==> config.mk <==
export PLATFORM = sky130hd
export DESIGN_NAME = him_writer_flat
export DESIGN_NICKNAME = d
export VERILOG_FILES = /design/src/rtl/him_writer_pkg.sv /design/src/rtl/him_writer_if.sv /design/src/rtl/him_event_fifo.sv /design/src/rtl/him_writer.sv /design/src/flat_wrapper.sv
export SDC_FILE = /design/constraint.sdc
export NUM_CORES = 2
export LEC_CHECK = 0
export CAP_MARGIN = 20
export CORE_UTILIZATION = 40
export DETAILED_ROUTE_END_ITERATION = 12
export SKIP_CTS_REPAIR_TIMING = 1
export SLEW_MARGIN = 20
export SYNTH_ARGS = -nofsm -noshare
export SYNTH_HDL_FRONTEND = slang
export SYNTH_SLANG_ARGS = --single-unit
==> constraint.sdc <==
create_clock -name clk -period 10.67 [get_ports clk]
set_clock_uncertainty 0.1 [all_clocks]
set_input_delay 2.6675 -clock clk [delete_from_list [all_inputs] [get_ports clk]]
set_output_delay 2.6675 -clock clk [all_outputs]
set_load 0.005 [all_outputs]
==> src/rtl/him_writer_pkg.sv <==
// Shared parameters, event record layout and slot helpers for the HCM-to-HIM writer.
// Everything that both the writer FSM and its event FIFO must agree on lives here.
package him_writer_pkg;

  localparam int ROWBITS     = 11;
  localparam int HITINFOBITS = 32;
  localparam int MAXHITS     = 4;
  localparam int MAXHITNBITS = 3;
  localparam int SLOTBITS    = 2;
  localparam int FIFO_DEPTH  = 8;
  localparam int FIFO_AW     = 3;
  localparam int CNTW        = MAXHITNBITS + 1;

  // Packed FIFO word, LSB first: hit info, nNew, nOld, row.
  localparam int EV_INFO_LSB = 0;
  localparam int EV_NNEW_LSB = EV_INFO_LSB + HITINFOBITS * MAXHITS;
  localparam int EV_NOLD_LSB = EV_NNEW_LSB + MAXHITNBITS;
  localparam int EV_ROW_LSB  = EV_NOLD_LSB + MAXHITNBITS;
  localparam int EV_W        = EV_ROW_LSB + ROWBITS;

  typedef struct packed {
    logic [ROWBITS-1:0]             row;
    logic [MAXHITNBITS-1:0]         n_old;
    logic [MAXHITNBITS-1:0]         n_new;
    logic [HITINFOBITS*MAXHITS-1:0] info;
  } hit_event_t;

  typedef enum logic [1:0] {
    ST_IDLE  = 2'd0,
    ST_LOAD  = 2'd1,
    ST_WRITE = 2'd2,
    ST_DONE  = 2'd3
  } wr_state_e;

  function automatic logic [MAXHITNBITS-1:0] clamp_hits(input logic [CNTW-1:0] n);
    if (n > CNTW'(MAXHITS)) begin
      return MAXHITNBITS'(MAXHITS);
    end else begin
      return n[MAXHITNBITS-1:0];
    end
  endfunction

  function automatic logic [HITINFOBITS-1:0] get_slot(input logic [HITINFOBITS*MAXHITS-1:0] info,
                                                      input logic [SLOTBITS-1:0]              idx);
    return info[int'(idx)*HITINFOBITS +: HITINFOBITS];
  endfunction

endpackage

==> src/rtl/him_writer_if.sv <==
// Bundle of the writer's event input, HIM write port, completion summary and status.
// The master modport is the writer itself; slave is the surrounding HCM/HIM environment.
interface him_writer_if import him_writer_pkg::*; ();

  logic                           in_valid;
  logic                           in_ready;
  logic [ROWBITS-1:0]             in_row;
  logic [MAXHITNBITS-1:0]         in_nOldHits;
  logic [MAXHITNBITS-1:0]         in_nNewHits;
  logic [HITINFOBITS*MAXHITS-1:0] in_hitInfo;
  logic                           him_we;
  logic [ROWBITS-1:0]             him_row;
  logic [SLOTBITS-1:0]            him_slot;
  logic [HITINFOBITS-1:0]         him_data;
  logic                           him_ready;
  logic                           done_valid;
  logic [ROWBITS-1:0]             done_row;
  logic [MAXHITNBITS-1:0]         done_nHits;
  logic                           overflow;
  logic                           truncated;
  logic [7:0]                     drop_count;
  logic                           busy;

  modport master (
    input  in_valid, in_row, in_nOldHits, in_nNewHits, in_hitInfo, him_ready,
    output in_ready, him_we, him_row, him_slot, him_data,
    output done_valid, done_row, done_nHits, overflow, truncated, drop_count, busy
  );

  modport slave (
    output in_valid, in_row, in_nOldHits, in_nNewHits, in_hitInfo, him_ready,
    input  in_ready, him_we, him_row, him_slot, him_data,
    input  done_valid, done_row, done_nHits, overflow, truncated, drop_count, busy
  );

endinterface

==> src/rtl/him_event_fifo.sv <==
// Synchronous first-word-fall-through FIFO holding HCM events awaiting the writer FSM.
// Full/empty are decoded from the registered count so in_ready has no path from pop.
module him_event_fifo import him_writer_pkg::*; #(
  parameter int W     = EV_W,
  parameter int DEPTH = FIFO_DEPTH,
  parameter int AW    = FIFO_AW
) (
  input  logic         clk,
  input  logic         rst_n,
  input  logic         push_i,
  input  logic [W-1:0] wdata_i,
  input  logic         pop_i,
  output logic [W-1:0] rdata_o,
  output logic         full_o,
  output logic         empty_o
);

  logic [W-1:0]  mem_q [DEPTH];
  logic [AW-1:0] wr_ptr_q;
  logic [AW-1:0] rd_ptr_q;
  logic [AW:0]   count_q;
  logic          do_push_s;
  logic          do_pop_s;

  assign full_o    = (count_q == (AW+1)'(DEPTH));
  assign empty_o   = (count_q == '0);
  assign do_push_s = push_i && !full_o;
  assign do_pop_s  = pop_i && !empty_o;
  assign rdata_o   = mem_q[rd_ptr_q];

  always_ff @(posedge clk) begin
    if (do_push_s) begin
      mem_q[wr_ptr_q] <= wdata_i;
    end
  end

  always_ff @(posedge clk or negedge rst_n) begin
    if (!rst_n) begin
      wr_ptr_q <= '0;
      rd_ptr_q <= '0;
      count_q  <= '0;
    end else begin
      if (do_push_s) begin
        wr_ptr_q <= wr_ptr_q + AW'(1);
      end
      if (do_pop_s) begin
        rd_ptr_q <= rd_ptr_q + AW'(1);
      end
      case ({do_push_s, do_pop_s})
        2'b10:   count_q <= count_q + (AW+1)'(1);
        2'b01:   count_q <= count_q - (AW+1)'(1);
        default: count_q <= count_q;
      endcase
    end
  end

endmodule

==> src/rtl/him_writer.sv <==
// Turns each buffered HCM event into one HIM slot write per new hit at slot nOld+k,
// clipping at row capacity and pulsing a per-event completion summary.
module him_writer import him_writer_pkg::*; (
  input  logic         clk,
  input  logic         reset,
  him_writer_if.master bus
);

  hit_event_t                     push_ev_s;
  hit_event_t                     pop_ev_s;
  logic                           fifo_full_s;
  logic                           fifo_empty_s;
  logic                           push_s;
  logic                           pop_s;

  wr_state_e                      state_q;
  logic [ROWBITS-1:0]             row_q;
  logic [MAXHITNBITS-1:0]         n_old_q;
  logic [MAXHITNBITS-1:0]         n_new_q;
  logic [HITINFOBITS*MAXHITS-1:0] info_q;
  logic [MAXHITNBITS-1:0]         k_q;
  logic                           him_we_q;
  logic [ROWBITS-1:0]             him_row_q;
  logic [SLOTBITS-1:0]            him_slot_q;
  logic [HITINFOBITS-1:0]         him_data_q;
  logic                           done_valid_q;
  logic [ROWBITS-1:0]             done_row_q;
  logic [MAXHITNBITS-1:0]         done_nhits_q;
  logic                           overflow_q;
  logic                           truncated_q;
  logic [7:0]                     drop_count_q;

  logic [CNTW-1:0]                pos_d;
  logic [CNTW-1:0]                next_pos_d;
  logic [MAXHITNBITS-1:0]         k_d;
  logic [CNTW-1:0]                total_d;

  assign push_ev_s = '{row: bus.in_row, n_old: bus.in_nOldHits,
                       n_new: bus.in_nNewHits, info: bus.in_hitInfo};
  assign push_s    = bus.in_valid && !fifo_full_s;
  assign pop_s     = (state_q == ST_IDLE) && !fifo_empty_s;

  him_event_fifo #(.W(EV_W), .DEPTH(FIFO_DEPTH), .AW(FIFO_AW)) u_fifo (
    .clk     (clk),
    .rst_n   (reset),
    .push_i  (push_s),
    .wdata_i (push_ev_s),
    .pop_i   (pop_s),
    .rdata_o (pop_ev_s),
    .full_o  (fifo_full_s),
    .empty_o (fifo_empty_s)
  );

  // Slot arithmetic is one bit wider than the counts so nOld+k never wraps below MAXHITS.
  assign pos_d      = {1'b0, n_old_q} + {1'b0, k_q};
  assign next_pos_d = pos_d + CNTW'(1);
  assign k_d        = k_q + MAXHITNBITS'(1);
  assign total_d    = {1'b0, n_old_q} + {1'b0, n_new_q};

  // Event sequencing FSM with registered HIM and completion outputs.
  always_ff @(posedge clk or negedge reset) begin
    if (!reset) begin
      state_q      <= ST_IDLE;
      row_q        <= '0;
      n_old_q      <= '0;
      n_new_q      <= '0;
      info_q       <= '0;
      k_q          <= '0;
      him_we_q     <= 1'b0;
      him_row_q    <= '0;
      him_slot_q   <= '0;
      him_data_q   <= '0;
      done_valid_q <= 1'b0;
      done_row_q   <= '0;
      done_nhits_q <= '0;
      truncated_q  <= 1'b0;
    end else begin
      case (state_q)
        ST_IDLE: begin
          if (!fifo_empty_s) begin
            row_q   <= pop_ev_s.row;
            n_old_q <= pop_ev_s.n_old;
            n_new_q <= clamp_hits({1'b0, pop_ev_s.n_new});
            info_q  <= pop_ev_s.info;
            k_q     <= '0;
            state_q <= ST_LOAD;
          end
        end
        ST_LOAD: begin
          done_row_q   <= row_q;
          done_nhits_q <= clamp_hits(total_d);
          if (n_new_q == '0) begin
            done_valid_q <= 1'b1;
            state_q      <= ST_DONE;
          end else if (pos_d >= CNTW'(MAXHITS)) begin
            truncated_q  <= 1'b1;
            done_valid_q <= 1'b1;
            state_q      <= ST_DONE;
          end else begin
            him_we_q   <= 1'b1;
            him_row_q  <= row_q;
            him_slot_q <= pos_d[SLOTBITS-1:0];
            him_data_q <= get_slot(info_q, k_q[SLOTBITS-1:0]);
            state_q    <= ST_WRITE;
          end
        end
        ST_WRITE: begin
          if (bus.him_ready) begin
            k_q <= k_d;
            if (k_d == n_new_q) begin
              him_we_q     <= 1'b0;
              done_valid_q <= 1'b1;
              state_q      <= ST_DONE;
            end else if (next_pos_d >= CNTW'(MAXHITS)) begin
              him_we_q     <= 1'b0;
              truncated_q  <= 1'b1;
              done_valid_q <= 1'b1;
              state_q      <= ST_DONE;
            end else begin
              him_slot_q <= next_pos_d[SLOTBITS-1:0];
              him_data_q <= get_slot(info_q, k_d[SLOTBITS-1:0]);
            end
          end
        end
        ST_DONE: begin
          done_valid_q <= 1'b0;
          state_q      <= ST_IDLE;
        end
        default: begin
          him_we_q     <= 1'b0;
          done_valid_q <= 1'b0;
          state_q      <= ST_IDLE;
        end
      endcase
    end
  end

  // Drop accounting for events offered while the FIFO is full.
  always_ff @(posedge clk or negedge reset) begin
    if (!reset) begin
      overflow_q   <= 1'b0;
      drop_count_q <= '0;
    end else if (bus.in_valid && fifo_full_s) begin
      overflow_q <= 1'b1;
      if (drop_count_q != 8'd255) begin
        drop_count_q <= drop_count_q + 8'd1;
      end
    end
  end

  assign bus.in_ready   = !fifo_full_s;
  assign bus.him_we     = him_we_q;
  assign bus.him_row    = him_row_q;
  assign bus.him_slot   = him_slot_q;
  assign bus.him_data   = him_data_q;
  assign bus.done_valid = done_valid_q;
  assign bus.done_row   = done_row_q;
  assign bus.done_nHits = done_nhits_q;
  assign bus.overflow   = overflow_q;
  assign bus.truncated  = truncated_q;
  assign bus.drop_count = drop_count_q;
  assign bus.busy       = !fifo_empty_s || (state_q != ST_IDLE);

endmodule

==> src/flat_wrapper.sv <==
// flat-port wrapper written by rule: the top's interface ports become plain ports
module him_writer_flat import him_writer_pkg::*;
  (clk, reset, bus_in_valid, bus_in_row, bus_in_nOldHits, bus_in_nNewHits, bus_in_hitInfo, bus_him_ready, bus_in_ready, bus_him_we, bus_him_row, bus_him_slot, bus_him_data, bus_done_valid, bus_done_row, bus_done_nHits, bus_overflow, bus_truncated, bus_drop_count, bus_busy);
  him_writer_if bus_i ();
  input  logic clk;
  input  logic reset;
  input wire logic [$bits(bus_i.in_valid)-1:0] bus_in_valid;
  input wire logic [$bits(bus_i.in_row)-1:0] bus_in_row;
  input wire logic [$bits(bus_i.in_nOldHits)-1:0] bus_in_nOldHits;
  input wire logic [$bits(bus_i.in_nNewHits)-1:0] bus_in_nNewHits;
  input wire logic [$bits(bus_i.in_hitInfo)-1:0] bus_in_hitInfo;
  input wire logic [$bits(bus_i.him_ready)-1:0] bus_him_ready;
  output wire logic [$bits(bus_i.in_ready)-1:0] bus_in_ready;
  output wire logic [$bits(bus_i.him_we)-1:0] bus_him_we;
  output wire logic [$bits(bus_i.him_row)-1:0] bus_him_row;
  output wire logic [$bits(bus_i.him_slot)-1:0] bus_him_slot;
  output wire logic [$bits(bus_i.him_data)-1:0] bus_him_data;
  output wire logic [$bits(bus_i.done_valid)-1:0] bus_done_valid;
  output wire logic [$bits(bus_i.done_row)-1:0] bus_done_row;
  output wire logic [$bits(bus_i.done_nHits)-1:0] bus_done_nHits;
  output wire logic [$bits(bus_i.overflow)-1:0] bus_overflow;
  output wire logic [$bits(bus_i.truncated)-1:0] bus_truncated;
  output wire logic [$bits(bus_i.drop_count)-1:0] bus_drop_count;
  output wire logic [$bits(bus_i.busy)-1:0] bus_busy;
  assign bus_i.in_valid = bus_in_valid;
  assign bus_i.in_row = bus_in_row;
  assign bus_i.in_nOldHits = bus_in_nOldHits;
  assign bus_i.in_nNewHits = bus_in_nNewHits;
  assign bus_i.in_hitInfo = bus_in_hitInfo;
  assign bus_i.him_ready = bus_him_ready;
  assign bus_in_ready = bus_i.in_ready;
  assign bus_him_we = bus_i.him_we;
  assign bus_him_row = bus_i.him_row;
  assign bus_him_slot = bus_i.him_slot;
  assign bus_him_data = bus_i.him_data;
  assign bus_done_valid = bus_i.done_valid;
  assign bus_done_row = bus_i.done_row;
  assign bus_done_nHits = bus_i.done_nHits;
  assign bus_overflow = bus_i.overflow;
  assign bus_truncated = bus_i.truncated;
  assign bus_drop_count = bus_i.drop_count;
  assign bus_busy = bus_i.busy;
  him_writer u_core (.clk(clk), .reset(reset), .bus(bus_i));
endmodule
==> flow_summary_export.csv <==
group,metric,value,unit
detailed_routing,antenna_left,0,
placement,routabilityCongestion,0.784,
synthesis,synthCells,2494,
pwr,ir_worst_vdd,0.000232,V
synthesis,synth_flop_cell,"edfxtp_1",
sta,max_slew_margin,30.8,%
global_routing,grt_overflow,0,
worst_setup_path,ff2ff_setup_slack,7.08,ns
worst_setup_path,rr_startpoint,"u_core.u_fifo.rd_ptr_q[0]",
pwr,p_leak,21.0,nW
sta,rsz0062_at_grt,"false",
detailed_routing,drtPass1Iterations,5,
synthesis,syn_area,53200,um2
die,dieArea,134000,um2
clock_network,path_clk_slew,0.05,ns
synthesis,synth_seq_area_share,76.4,%
die,die_w,367,um
global_routing,grt.total_usage,18.3,%
sta,fmax,191,MHz
synthesis,synth_area_per_cell,21.3,um2
die,num_io_pins,222,
final_layout,fillers,10800,
worst_setup_path,crit_start,"u_core.u_fifo.count_q[0]",
worst_setup_path,worst_path_max_delay_cell,"nor4b_1",
synthesis,syn_nets,2667,
detailed_routing,routed_via_density,5.34,
sta,maxSlewViolCount,0,
die,die_y,367,um
flow_run,cap_violations,0,
sta,hold_slack,0.357,ns
detailed_routing,dr_total_vias,24800,
global_routing,antenna_found_initial,27,
synthesis,synth_top_cells_by_count,"edfxtp_1 (1160), mux4_2 (322), dfrtp_1 (231)",
die,core,132000,um2
synthesis,synth_top_area_share,65.5,%
sta,setup_viol,0,
worst_setup_path,required,7.90,ns
detailed_routing,wirelength,122000,um
clock_network,ctsRootBufferMaster,"clkbuf_16",
worst_setup_path,rr_endpoint,"u_core.info_q[24]",
worst_setup_path,worstRegToRegCells,4,
global_routing,grt_max_degree,224,
synthesis,ys_types,52,
die,start_util,40.4,%
synthesis,synth_seq_cells,1391,
synthesis,synth-edff-count,1160,
synthesis,synth-async-reset-ratio,16.6,%
worst_setup_path,cp.arrival,2.46,ns
clock_network,htree_levels,4,
global_routing,grt_pass1_wl,179000,um
sta,tightest_slew,1.04,ns
final_layout,nets,2943,
clock_network,tritoncts,"yes",
clock_network,cts_num_sinks,1391,
synthesis,synth_warnings,0,
final_layout,areaGrowthSynthToFinish,16.9,%
worst_setup_path,worstSetupEndpoint,"bus_in_ready",
sta,fin_crit,5.23,ns
worst_setup_path,cp.depth,3,
sta,hold_viol,0,
sta,tns,0,ns
clock_network,insertion_delay,0.76,ns
worst_hold_path,hold_class,"reg -> reg",
worst_setup_path,path_cells,"nor4b_1 > inv_1 > clkdlybuf4s50_1",
sta,finalCritPeriodShare,49.0,%
worst_setup_path,start_kind,"register",
final_layout,ff_latch_area,40600,um2
pwr,p_per_area,285,nW/um2
worst_setup_path,crit_fanout,5,
worst_setup_path,cp_top_family,"buffers and inverters",
worst_setup_path,slowest_delay,0.57,ns
placement,io_buffers,221,
clock_network,numCtsBuffers,145,
placement,dp_hpwl,72000,um
synthesis,synth_area_leaders,"edfxtp_1 (66%), mux4_2 (14%), dfrtp_1 (11%)",
worst_setup_path,crit_type,"reg -> out",
detailed_routing,wl_per_cell,26.2,um
detailed_routing,route.detailed.drc,0,
synthesis,synth_top_area_cell,"edfxtp_1",
detailed_routing,drtIter0Drc,2062,
worst_setup_path,cp-end-kind,"output port",
final_layout,fin_util,47.2,%
worst_setup_path,critPathBufInv,2,
status,status,"complete, no violations",
synthesis,synth_most_common_cell,"edfxtp_1",
clock_network,cts_buffer_depth,3,
final_layout,drive_gt1_share,22.2,%
global_routing,grt_pass1_vias,25600,
die,num_rows,133,
final_layout,multi_input_area,12000,um2
layout by cell type, fill, tap and decap left out, types with 7 or more instances in the layout:
cell and n:
clkdlybuf4s50_1 220, mux2i_1 146, inv_1 17, clkbuf_16 148
clkbuf_8 13, xor2_1 7, ha_1 20, nand2_1 158
edfxtp_1 1160, o21ai_0 148, clkbuf_1 44, clkinv_2 23
clkinv_1 17, nor2_1 7, mux4_2 322, nand3_1 7
buf_12 11, buf_4 21, mux2_4 29, xnor2_1 12
dfrtp_1 228, mux2_2 31
per-stage QoR:
| stage | cell area [um2] | instances | total power, W | setup WS, ns |
|---|---|---|---|---|
| final | 62100 | 4645 | 0.0177 | 5.44 |
| after CTS | 62100 | 4641 | 0.0180 | 5.34 |
| after global placement | 57500 | 4376 | 0.0130 | 4.67 |
| after floorplan | 53200 | 2494 | 0.0112 | 0.810 |
| after global routing | 62100 | 4643 | 0.0186 | 5.18 |
| after detailed placement | 57500 | 4376 | 0.0131 | 4.67 |
final cells by class:
class                   instances  area share (%)
repair buffers                256            4.28
flip-flops and latches       1391            65.4
multi-input cells             959            19.3
clock buffers                 205            6.51
well taps                    1755            3.53
diodes                          2         0.00805
inverters                      17           0.103
clock inverters                60           0.872
power breakdown:
group	total, W	leakage [nW]	internal [W]	switching [W]
registers	0.00773	13.4	0.00704	0.000688
logic	0.00517	5.42	0.00247	0.00270
clock network	0.00483	2.25	0.00280	0.00203
total	0.0177	21.0	0.0123	0.00542
routing by layer:
metal | global-route usage [%] | part of all wire (%) | vias up
met1 | 25.0 | 43 | 13200
met3 | 4.11 | 6.1 | 179
li1 | - | - | 10700
met5 | 0 | 0.095 | -
met2 | 29.5 | 49 | 688
met4 | 5.17 | 2.0 | 20
cell families (layout without fill, tap and decap cells):
group	count (synthesis)	after routing	synth area share, %
adder cells (fa/ha/maj)	24	24	0.607
AO/OA/AOI/OAI	184	184	1.97
buffers and inverters	144	538	1.19
flip-flops	1391	1391	76.4
XOR/XNOR	20	20	0.358
other	0	2	0
multiplexers	529	529	17.9
AND/OR/NAND/NOR	202	202	1.57
state kept, by name, indices dropped and copies added (netlist names), 4 cells and up:
register               cells
u_core.info_q            128
u_core.row_q              11
u_core.bus.him_row        11
u_core.u_fifo.count_q      4
u_core.bus.him_data       32
u_core.bus.done_row       11
u_core.u_fifo.mem_q     1160
u_core.bus.drop_count      8
how the worst min path moves through the flow:
stage	start	end	slack [ns]	cells after the start
floorplan	u_core.info_q[32]	u_core.info_q[32]	0.34	2
global placement	u_core.bus.overflow	u_core.bus.overflow	0.35	1
detailed placement	u_core.bus.overflow	u_core.bus.overflow	0.35	1
CTS	u_core.bus.overflow	u_core.bus.overflow	0.37	1
global route	u_core.bus.overflow	u_core.bus.overflow	0.38	1
finish	u_core.bus.overflow	u_core.bus.overflow	0.36	1
(Power assumes the default switching activity.)
